--- config.mk ---
export PLATFORM = sky130hd
export DESIGN_NAME = nuart_tx_sched
export DESIGN_NICKNAME = d
export VERILOG_FILES = /design/src/rtl/nuart_pkg.sv /design/src/rtl/nuart_rr_arbiter.sv /design/src/rtl/nuart_tx_sched.sv
export SDC_FILE = /design/constraint.sdc
export NUM_CORES = 1
export LEC_CHECK = 0
export CORE_UTILIZATION = 46
export CTS_BUF_LIST = sky130_fd_sc_hd__clkbuf_16
export DETAILED_ROUTE_END_ITERATION = 8
export GPL_TIMING_DRIVEN = 0
export PLACE_DENSITY = 0.77
export SYNTH_ARGS = -nofsm -noshare
export SYNTH_HDL_FRONTEND = slang
export SYNTH_SLANG_ARGS = --single-unit
--- constraint.sdc ---
create_clock -name clk_i -period 3.8 [get_ports clk_i]
set_input_delay 0.57 -clock clk_i [delete_from_list [all_inputs] [get_ports clk_i]]
set_output_delay 0.57 -clock clk_i [all_outputs]
set_load 0.05 [all_outputs]
--- src/rtl/nuart_pkg.sv ---
`timescale 1ns/1ps
`default_nettype none
// ============================================================================
// Module   : nuart_pkg
// Purpose  : Shared types and constants for the shared UART transmit
//            scheduler: shifter state encoding, frame data width, line idle
//            level and a parity helper.
// Ports    : none (package)
// Revision : 1.0  initial release
// ============================================================================
package nuart_pkg;

  localparam int   DATA_BITS = 8;
  localparam int   CNT_W     = $clog2(DATA_BITS);
  localparam logic LINE_IDLE = 1'b1;

  // PARITY is only reachable when NUART_PARITY_EN is defined.
  typedef enum logic [2:0] {
    ST_IDLE   = 3'd0,
    ST_START  = 3'd1,
    ST_DATA   = 3'd2,
    ST_PARITY = 3'd3,
    ST_STOP   = 3'd4
  } shift_state_t;

  // Even parity: the bit that makes the total count of ones even.
  function automatic logic even_parity(input logic [DATA_BITS-1:0] d);
    return ^d;
  endfunction

endpackage : nuart_pkg
`default_nettype wire

--- src/rtl/nuart_rr_arbiter.sv ---
`timescale 1ns/1ps
`default_nettype none
// ============================================================================
// Module   : nuart_rr_arbiter
// Purpose  : Combinational round-robin pick. The winner is the first set bit
//            of valid scanning ptr, ptr+1, ... modulo NUM_REQ.
// Ports    : valid      in  NUM_REQ  request vector
//            ptr        in  IDX_W    highest-priority index (< NUM_REQ)
//            winner_oh  out NUM_REQ  one-hot winner (zero when none valid)
//            winner_idx out IDX_W    winner index (zero when none valid)
//            any_valid  out 1        at least one request is valid
// Revision : 1.0  initial release
// ============================================================================
module nuart_rr_arbiter #(
  parameter int NUM_REQ = 4,
  parameter int IDX_W   = 2
) (
  input  logic [NUM_REQ-1:0] valid,
  input  logic [IDX_W-1:0]   ptr,
  output logic [NUM_REQ-1:0] winner_oh,
  output logic [IDX_W-1:0]   winner_idx,
  output logic               any_valid
);

  logic [2*NUM_REQ-1:0] dbl;
  logic [NUM_REQ-1:0]   rot;
  logic [IDX_W:0]       offset;
  logic [IDX_W:0]       sum;

  always_comb begin
    // Rotating a doubled copy puts requester ptr at bit 0, so the lowest set
    // bit of rot is the distance from ptr to the winner.
    dbl       = {valid, valid};
    rot       = NUM_REQ'(dbl >> ptr);
    any_valid = |valid;
    offset    = '0;
    for (int i = NUM_REQ - 1; i >= 0; i--) begin
      if (rot[i]) offset = (IDX_W + 1)'(i);
    end
    sum = {1'b0, ptr} + offset;
    if (sum >= (IDX_W + 1)'(NUM_REQ)) sum = sum - (IDX_W + 1)'(NUM_REQ);
    winner_idx = any_valid ? sum[IDX_W-1:0] : '0;
    winner_oh  = '0;
    for (int k = 0; k < NUM_REQ; k++) begin
      winner_oh[k] = any_valid && (sum[IDX_W-1:0] == IDX_W'(k));
    end
  end

endmodule : nuart_rr_arbiter
`default_nettype wire

--- src/rtl/nuart_tx_sched.sv ---
`timescale 1ns/1ps
`default_nettype none
// ============================================================================
// Module   : nuart_tx_sched
// Purpose  : Shares one UART TX line among NUM_REQ requesters. Packets are
//            arbitrated round-robin and never interleaved; a one-byte hold
//            register in front of the shift register gives back-to-back
//            frames. Bits advance only on the tx_timing_i baud strobe.
//            Optional macro NUART_PARITY_EN inserts an even-parity bit
//            between data bit 7 and the stop bit(s).
// Ports    : clk_i        in  1          system clock
//            rst_i        in  1          synchronous active-high reset
//            tx_timing_i  in  1          one-cycle baud strobe
//            req_valid_i  in  NUM_REQ    per-requester byte valid
//            req_data_i   in  8*NUM_REQ  byte k at [8k+7:8k]
//            req_last_i   in  NUM_REQ    final byte of the packet
//            req_ready_o  out NUM_REQ    byte accepted when valid & ready
//            txd_o        out 1          serial line, idle high
//            grant_idx_o  out IDX_W      current/last packet owner
//            locked_o     out 1          multi-byte packet in progress
//            busy_o       out 1          hold full | shifter active | locked
// Revision : 1.0  initial release
// ============================================================================
module nuart_tx_sched
  import nuart_pkg::*;
#(
  parameter int NUM_REQ   = 4,
  parameter int IDX_W     = 2,
  parameter int STOP_BITS = 1
) (
  input  logic                   clk_i,
  input  logic                   rst_i,
  input  logic                   tx_timing_i,
  input  logic [NUM_REQ-1:0]     req_valid_i,
  input  logic [8*NUM_REQ-1:0]   req_data_i,
  input  logic [NUM_REQ-1:0]     req_last_i,
  output logic [NUM_REQ-1:0]     req_ready_o,
  output logic                   txd_o,
  output logic [IDX_W-1:0]       grant_idx_o,
  output logic                   locked_o,
  output logic                   busy_o
);

  localparam logic             STOP_LAST = 1'(STOP_BITS - 1);
  localparam logic [IDX_W-1:0] LAST_IDX  = IDX_W'(NUM_REQ - 1);
  localparam logic [CNT_W-1:0] LAST_BIT  = CNT_W'(DATA_BITS - 1);

  // Shifter state
  shift_state_t           state_q, state_d;
  logic                   txd_q, txd_d;
  logic [DATA_BITS-1:0]   shift_q, shift_d;
  logic [CNT_W-1:0]       bit_cnt_q, bit_cnt_d;
  logic                   stop_cnt_q, stop_cnt_d;
  logic                   load;

  // Hold register and packet ownership
  logic [DATA_BITS-1:0]   hold_q;
  logic                   hold_full_q;
  logic [IDX_W-1:0]       owner_q;
  logic [IDX_W-1:0]       ptr_q;
  logic                   locked_q;

  // Accept path
  logic [NUM_REQ-1:0]     win_oh;
  logic [IDX_W-1:0]       win_idx;
  logic                   win_any;
  logic [NUM_REQ-1:0]     owner_oh;
  logic [NUM_REQ-1:0]     ready;
  logic [IDX_W-1:0]       acc_idx;
  logic [IDX_W-1:0]       ptr_next;
  logic                   accept;
  logic [DATA_BITS-1:0]   acc_data;
  logic                   acc_last;

  nuart_rr_arbiter #(
    .NUM_REQ (NUM_REQ),
    .IDX_W   (IDX_W)
  ) u_arb (
    .valid      (req_valid_i),
    .ptr        (ptr_q),
    .winner_oh  (win_oh),
    .winner_idx (win_idx),
    .any_valid  (win_any)
  );

  // --------------------------------------------------------------------------
  // Accept path: while locked only the owner may be readied; otherwise the
  // arbiter winner is. Nothing is readied while the hold register is full.
  // --------------------------------------------------------------------------
  always_comb begin
    owner_oh = '0;
    acc_data = '0;
    acc_last = 1'b0;
    for (int k = 0; k < NUM_REQ; k++) begin
      owner_oh[k] = (owner_q == IDX_W'(k));
    end
    if (hold_full_q)   ready = '0;
    else if (locked_q) ready = owner_oh;
    else               ready = win_any ? win_oh : '0;
    acc_idx = locked_q ? owner_q : win_idx;
    accept  = |(ready & req_valid_i);
    for (int k = 0; k < NUM_REQ; k++) begin
      if (acc_idx == IDX_W'(k)) begin
        acc_data = req_data_i[8*k +: 8];
        acc_last = req_last_i[k];
      end
    end
    ptr_next = (acc_idx == LAST_IDX) ? '0 : acc_idx + IDX_W'(1);
  end

  assign req_ready_o = ready;

  // --------------------------------------------------------------------------
  // Shifter next-state logic. Every transition is gated by the baud strobe,
  // and txd is registered so the line changes exactly on strobe edges.
  // --------------------------------------------------------------------------
  always_comb begin
    state_d    = state_q;
    txd_d      = txd_q;
    shift_d    = shift_q;
    bit_cnt_d  = bit_cnt_q;
    stop_cnt_d = stop_cnt_q;
    load       = 1'b0;
    if (tx_timing_i) begin
      case (state_q)
        ST_IDLE: begin
          if (hold_full_q) begin
            txd_d   = 1'b0;
            shift_d = hold_q;
            load    = 1'b1;
            state_d = ST_START;
          end
        end
        ST_START: begin
          txd_d     = shift_q[0];
          bit_cnt_d = '0;
          state_d   = ST_DATA;
        end
        ST_DATA: begin
          if (bit_cnt_q != LAST_BIT) begin
            txd_d     = shift_q[bit_cnt_q + CNT_W'(1)];
            bit_cnt_d = bit_cnt_q + CNT_W'(1);
          end else begin
`ifdef NUART_PARITY_EN
            txd_d      = even_parity(shift_q);
            state_d    = ST_PARITY;
`else
            txd_d      = LINE_IDLE;
            stop_cnt_d = 1'b0;
            state_d    = ST_STOP;
`endif
          end
        end
`ifdef NUART_PARITY_EN
        ST_PARITY: begin
          txd_d      = LINE_IDLE;
          stop_cnt_d = 1'b0;
          state_d    = ST_STOP;
        end
`endif
        ST_STOP: begin
          if (stop_cnt_q == STOP_LAST) begin
            // Reloading straight from STOP is what removes the idle bit
            // between consecutive frames.
            if (hold_full_q) begin
              txd_d   = 1'b0;
              shift_d = hold_q;
              load    = 1'b1;
              state_d = ST_START;
            end else begin
              state_d = ST_IDLE;
            end
          end else begin
            stop_cnt_d = stop_cnt_q + 1'b1;
          end
        end
        default: begin
          txd_d   = LINE_IDLE;
          state_d = ST_IDLE;
        end
      endcase
    end
  end

  always_ff @(posedge clk_i) begin
    if (rst_i) begin
      state_q    <= ST_IDLE;
      txd_q      <= LINE_IDLE;
      shift_q    <= '0;
      bit_cnt_q  <= '0;
      stop_cnt_q <= 1'b0;
    end else begin
      state_q    <= state_d;
      txd_q      <= txd_d;
      shift_q    <= shift_d;
      bit_cnt_q  <= bit_cnt_d;
      stop_cnt_q <= stop_cnt_d;
    end
  end

  // --------------------------------------------------------------------------
  // Hold register and ownership. accept requires an empty hold while load
  // requires a full one, so the two never coincide.
  // --------------------------------------------------------------------------
  always_ff @(posedge clk_i) begin
    if (rst_i) begin
      hold_q      <= '0;
      hold_full_q <= 1'b0;
      owner_q     <= '0;
      ptr_q       <= '0;
      locked_q    <= 1'b0;
    end else begin
      if (load) begin
        hold_full_q <= 1'b0;
      end else if (accept) begin
        hold_q      <= acc_data;
        hold_full_q <= 1'b1;
      end
      if (accept) begin
        owner_q  <= acc_idx;
        locked_q <= !acc_last;
        if (acc_last) ptr_q <= ptr_next;
      end
    end
  end

  assign txd_o       = txd_q;
  assign grant_idx_o = owner_q;
  assign locked_o    = locked_q;
  assign busy_o      = hold_full_q | (state_q != ST_IDLE) | locked_q;

endmodule : nuart_tx_sched
`default_nettype wire

# == After elaboration in Yosys (flattened, before gate mapping) ==
# Cells that the tools add are included.
# totals
regBits,30
input_bits,43
output_inout_bits,9
word_cells,104
# op_classes
n_addsub,5
magnitude_cmp,2
n_eq_ne,17
n_shift,1
mux,42
bitwise_logic,4
reduce_logical,23
# op_table
cell,count
$mux 8,6
$mux 2,8
$pmux 8 s2,1
$mux 1,14
$eq 2x2->1 const B,6
$mux 3,4
$mux 4,3
$pmux 3 s4,1
$reduce_and 3->1,3
$ne 2x2->1 const B,4
$reduce_or 4->1,2
$shr 8x2->4,1
$eq 2x1->1 const B,3
$logic_not 2->1,3
$pmux 3 s2,1
$reduce_and 2->1,3
$reduce_bool 2->1,3
$and 4x4->4,1
$logic_and 1x1->1,4
$lt 3x4->1 const B,1
$pmux 1 s2,2
$pmux 1 s4,1
$reduce_and 4->1,1
$add 2x2->3,1
other kinds (16),17

# == Logic depth before layout (Yosys ltp) ==
# depth
depth_word,16
mapped_depth,20
depth_no_buf,17

# == Cells and area by module ==
# A second synthesis with hierarchy kept.
# unflattened
cells_unflattened,251
area_unflattened_um2,2128.3
# modules_own_cells
module,n_inst,cells_per_inst,area_each_um2,seq_area_each_um2
nuart_tx_sched,1,214,1834.3,580.6
nuart_rr_arbiter,1,37,294.0,0.0

# == Worst setup path before layout ==
# Ideal clock, no wire load.
# synth_path
path_type,in2out
from,in req_valid_i[1]
to,out req_ready_o[0]
arrival_ps,3259
t_required_ps,3230
path_slack_ps,-29
path_stages,10
path_buffers,1
cell_sequence,buf_2 > nor2_1 > or4_1 > o2111ai_1 > ha_1 > inv_1 > a2111oi_4 > nor2_2 > or3b_1 > a21oi_1
# synth_via
elab_chain_cells,13
word_cells_on_any_way,15
cone_classes,2 x add/sub; 1 x order compare; 1 x shift; 8 x mux; 3 x reduce/logical
# synth_rtl
element,line,rtl
start: declaration,nuart_tx_sched.sv:34,"input logic [NUM_REQ-1:0] req_valid_i,"
$shr 8x2->4,nuart_rr_arbiter.sv:34,rot = NUM_REQ'(dbl >> ptr);
$mux 2 (4 in series),nuart_rr_arbiter.sv:38,if (rot[i]) offset = (IDX_W + 1)'(i);
$add 2x2->3,nuart_rr_arbiter.sv:40,"sum = {1'b0, ptr} + offset;"
$ge 3x3->1 / $sub 2x1->2 (equally long branches),nuart_rr_arbiter.sv:41,if (sum >= (IDX_W + 1)'(NUM_REQ)) sum = sum - (IDX_W + 1)'(NUM_REQ);
$mux 2,nuart_rr_arbiter.sv:41,
$logic_not 2->1,nuart_rr_arbiter.sv:45,winner_oh[k] = any_valid && (sum[IDX_W-1:0] == IDX_W'(k));
$logic_and 1x1->1,nuart_rr_arbiter.sv:45,
$mux 4 (*),nuart_tx_sched.sv:99,else ready = win_any ? win_oh : '0;
$mux 4 (*),nuart_tx_sched.sv:98,else if (locked_q) ready = owner_oh;
$mux 4 (*),nuart_tx_sched.sv:97,if (hold_full_q) ready = '0;
end: declaration,nuart_tx_sched.sv:37,"output logic [NUM_REQ-1:0] req_ready_o,"
# Mark *: on every way between the ends. The rest lies on a longest branch, timed or not.

# == Worst setup path after layout ==
# layout_path
from,reg ptr_q[0]
to,out req_ready_o[3]
# layout_via
elab_chain_cells,13
word_cells_on_any_way,14
cone_classes,2 x add/sub; 1 x order compare; 1 x eq/ne; 1 x shift; 8 x mux; 1 x reduce/logical
# layout_rtl
element,line,rtl
start: declaration,nuart_tx_sched.sv:60,logic [IDX_W-1:0] ptr_q;
start signal: assignment,nuart_tx_sched.sv:222,if (acc_last) ptr_q <= ptr_next;
$shr 8x2->4,nuart_rr_arbiter.sv:34,
$mux 2 (4 in series),nuart_rr_arbiter.sv:38,
$add 2x2->3 (*),nuart_rr_arbiter.sv:40,
$ge 3x3->1 / $sub 2x1->2 (equally long branches),nuart_rr_arbiter.sv:41,
$mux 2 (*),nuart_rr_arbiter.sv:41,
$eq 2x2->1 (*),nuart_rr_arbiter.sv:45,
$logic_and 1x1->1 (*),nuart_rr_arbiter.sv:45,
$mux 4 (*),nuart_tx_sched.sv:99,
$mux 4 (*),nuart_tx_sched.sv:98,
$mux 4 (*),nuart_tx_sched.sv:97,
# Marks and branches as above.

==> summary.txt <==
Status
  – Status: finished clean

STA
  – Setup Skew: 0.001931 ns
  – Tcrit/Tclk final: 98.90%
  – Final Hold Viols: 0
  – Worst Tran Pin Value: 0.5649 ns
  – Fin. max-slew vios: 0
  – Fmax: 266.1 MHz
  – Slew margin rel.: 62.34%
  – Min Clock Period, post-route: 3.758 ns
  – Setup_tns: 0 ns
  – Setup WS post-layout: 0.04178 ns
  – Endpoints failing setup: 0

Min path
  – Hold/Removal Path Class: reg2reg
  – Min-Delay Path Depth: 2
  – Hold EP: shift_q[2]
  – Worst hold start: hold_q[2]

Worst setup path
  – Flop2flop setup slack: 0.11 ns
  – Req. time, crit path: 3.23 ns
  – Crit path kind: reg2out
  – R2R cell count: 21
  – CP Launch Type: flip-flop
  – Crit end category: primary output
  – R2r endpoint: ptr_q[0]
  – CP max FO: 10
  – Worst flop-to-flop path startpoint: ptr_q[0]
  – Crit path arrival time: 3.19 ns

Logic synthesis
  – Asr flop ratio synth: 0%
  – Post-synth EDFFs: 0
  – Post-Synthesis Cell Area: 2258 sq um
  – Synthesized area per cell: 7.788 sq um
  – Distinct cell type count after synthesis: 61
  – Yosys warnings: 0
  – Post-synthesis sequential area ratio: 25.71%
  – Mapped Cells: 290
  – Syn Nets: 340
  – Post-synth top flop: dfxtp_1
  – #FFs+latches synth: 29

Global route
  – Tot GR Track Use: 23.71%
  – First-pass GRT wire length: 9811 um
  – GR Overflow Total: 0
  – Pin count of the biggest net entering global routing: 11
  – Initial antenna violation count: 0
  – Vias in the first global route: 2239

Clock tree
  – # hold bufs at CTS: 0
  – Worst-path clk slew: 0.05 ns
  – Root buf cell: clkbuf_16
  – Worst skew pair latency: 0.27 ns
  – CTS H-tree lvls: 2
  – CTS tree: done
  – Sinks on Clock Net: 29
  – Cts bufs inserted: 5
  – Clock Path Buffers: 2

Die
  – Initial Utilization: 47.81%
  – Rows: 25
  – CORE AREA: 4723 sq um
  – Die ar.: 5194 sq um
  – IO Count: 52
  – Die width: 72.07 um
  – Die height: 72.07 um

Layout
  – Final Cell Area: 3158 sq um
  – Area of the multi-input gates: 1573 sq um
  – # diodes: 0
  – Number of fill cells: 421
  – Synthesis-to-finish area growth: 39.83%
  – Nets: 405
  – Final Util: 66.86%
  – Fraction of layout cells with a size suffix above 1: 17.70%
  – Storage cell area: 580.6 sq um

Route
  – Total number of vias: 2399
  – Via/cell ratio: 5.671
  – DR WL/cell: 14.29 um
  – Wirelength, routed: 6046 um
  – # DRC: 0
  – Antenna Nets Post-Route: 0
  – Drt first-iter violations: 188
  – DRT Pass-1 Iters: 4

Pwr
  – Leakage: 1.166 nW
  – Power, Total: 1.976 mW
  – Power per cell area: 625.8 nW/um^2
  – Max VDD drop: 0.3910 mV

Flow run
  – Max_cap viols: 0

Placed design
  – Count of input and output buffers: 49
  – Detailed placer's ending HPWL: 4261 um
  – Area after DPL: 2836 sq um
  – RePlAce Congestion: 0.9175
  – Post-Place Worst Slack: -1.089 ns
worst max-delay path by stage:
stage,from,endpoint,slack [ns],cells after the start
2_1_floorplan,req_valid_i[1],ptr_q[0],0.02,18
3_3_place_gp,req_valid_i[3],req_ready_o[0],-1.07,12
3_5_place_dp,req_valid_i[3],ptr_q[0],-1.09,19
4_1_cts,req_valid_i[0],ptr_q[0],0.005,18
5_1_grt,ptr_q[0],req_ready_o[0],-0.06,12
6_report,ptr_q[0],req_ready_o[3],0.04,12
placed cells by master (no fill, tap or decap), types with 7 or more instances in the layout:
master           instances
clkdlybuf4s50_1         42
nand2_1                 35
dfxtp_1                 29
a21oi_1                 27
nor2_1                  19
inv_1                   15
buf_4                   14
o21ai_0                 11
nor3_1                   9
o211ai_1                 8
clkbuf_1                 7
a221o_1                  7
o41ai_1                  7
power by group:
| group | internal (mW) | leakage, nW | switching (mW) | total (mW) |
|---|---|---|---|---|
| Clock | 0.303 | 0.0826 | 0.128 | 0.431 |
| Combinational | 0.502 | 0.847 | 0.646 | 1.15 |
| Sequential | 0.356 | 0.236 | 0.0410 | 0.397 |
timing repair:
| action | CTS | global route |
|---|---|---|
| setup buffers | 7 | 4 |
| endpoints found under the setup margin | 15 | 14 |
| resized for setup | 26 | 23 |
| endpoints found under the hold margin | 0 | 0 |
| pin swaps | 5 | 7 |
routing by layer:
layer / global-route usage [%] / share of wire [%]
met5: 0 / 0
met4: 5.447 / 1.3
met3: 5.139 / 8.0
met2: 41.12 / 47
met1: 30.05 / 43
registers in the layout, indices dropped and copies added, names as in the netlist:
register     count
hold_full_q      1
shift_q          8
bit_cnt_q        3
ptr_q            2
state_q          3
grant_idx_o      2
locked_o         1
hold_q           8
txd_o            1
kinds of logic after synthesis:
kind of cell | after synthesis | share of synthesized area, %
AND/OR/NAND/NOR | 105 | 24.71
XOR/XNOR | 1 | 0.3879
adder cells (fa/ha/maj) | 7 | 3.878
buffers and inverters | 40 | 7.922
flip-flops | 29 | 25.71
AO/OA/AOI/OAI | 99 | 32.24
multiplexers | 9 | 5.152
critical path, stage by stage (launching register included):
cell and delay [ns]:
dfxtp_1 0.32, buf_6 0.14, buf_6 0.14, or4_1 0.57, o2111ai_2 0.11, ha_2 0.23
buf_4 0.14, a211oi_4 0.05, nor2_2 0.16, buf_4 0.14, nand3_1 0.07, a21oi_1 0.30
clkdlybuf4s15_1 0.55
per-stage QoR:
step / hold WS [ns] / cells
3_5_place_dp: 0.4469 / 406
2_1_floorplan: 0.4319 / 290
5_1_grt: 0.4727 / 423
4_1_cts: 0.4533 / 420
3_3_place_gp: 0.4399 / 406
6_report: 0.4518 / 423
layout make-up:
| type | count | area share [%] |
|---|---|---|
| clock buffer | 5 | 3.962 |
| inverter | 16 | 1.902 |
| timing repair buffer | 60 | 17.51 |
| clock inverter | 3 | 1.189 |
| buffer | 22 | 4.596 |
| tap | 67 | 2.655 |
| sequential | 29 | 18.38 |
| multi-input combinational | 221 | 49.80 |
synth_stat cells (all sizes together), types with 7 or more instances:
| cell type | count | area (sq um) |
|---|---|---|
| clkbuf | 10 | 37.54 |
| o211ai | 8 | 60.06 |
| nor3 | 9 | 45.04 |
| ha | 7 | 87.58 |
| o41ai | 7 | 61.31 |
| dfxtp | 29 | 580.6 |
| inv | 15 | 56.30 |
| nor2 | 21 | 88.84 |
| o21ai | 14 | 70.07 |
| buf | 14 | 81.33 |
| o31ai | 7 | 57.55 |
| nand2 | 35 | 131.4 |
| a21oi | 29 | 148.9 |
| a221o | 7 | 70.07 |
No activity file was read; power rests on OpenSTA's default activity.
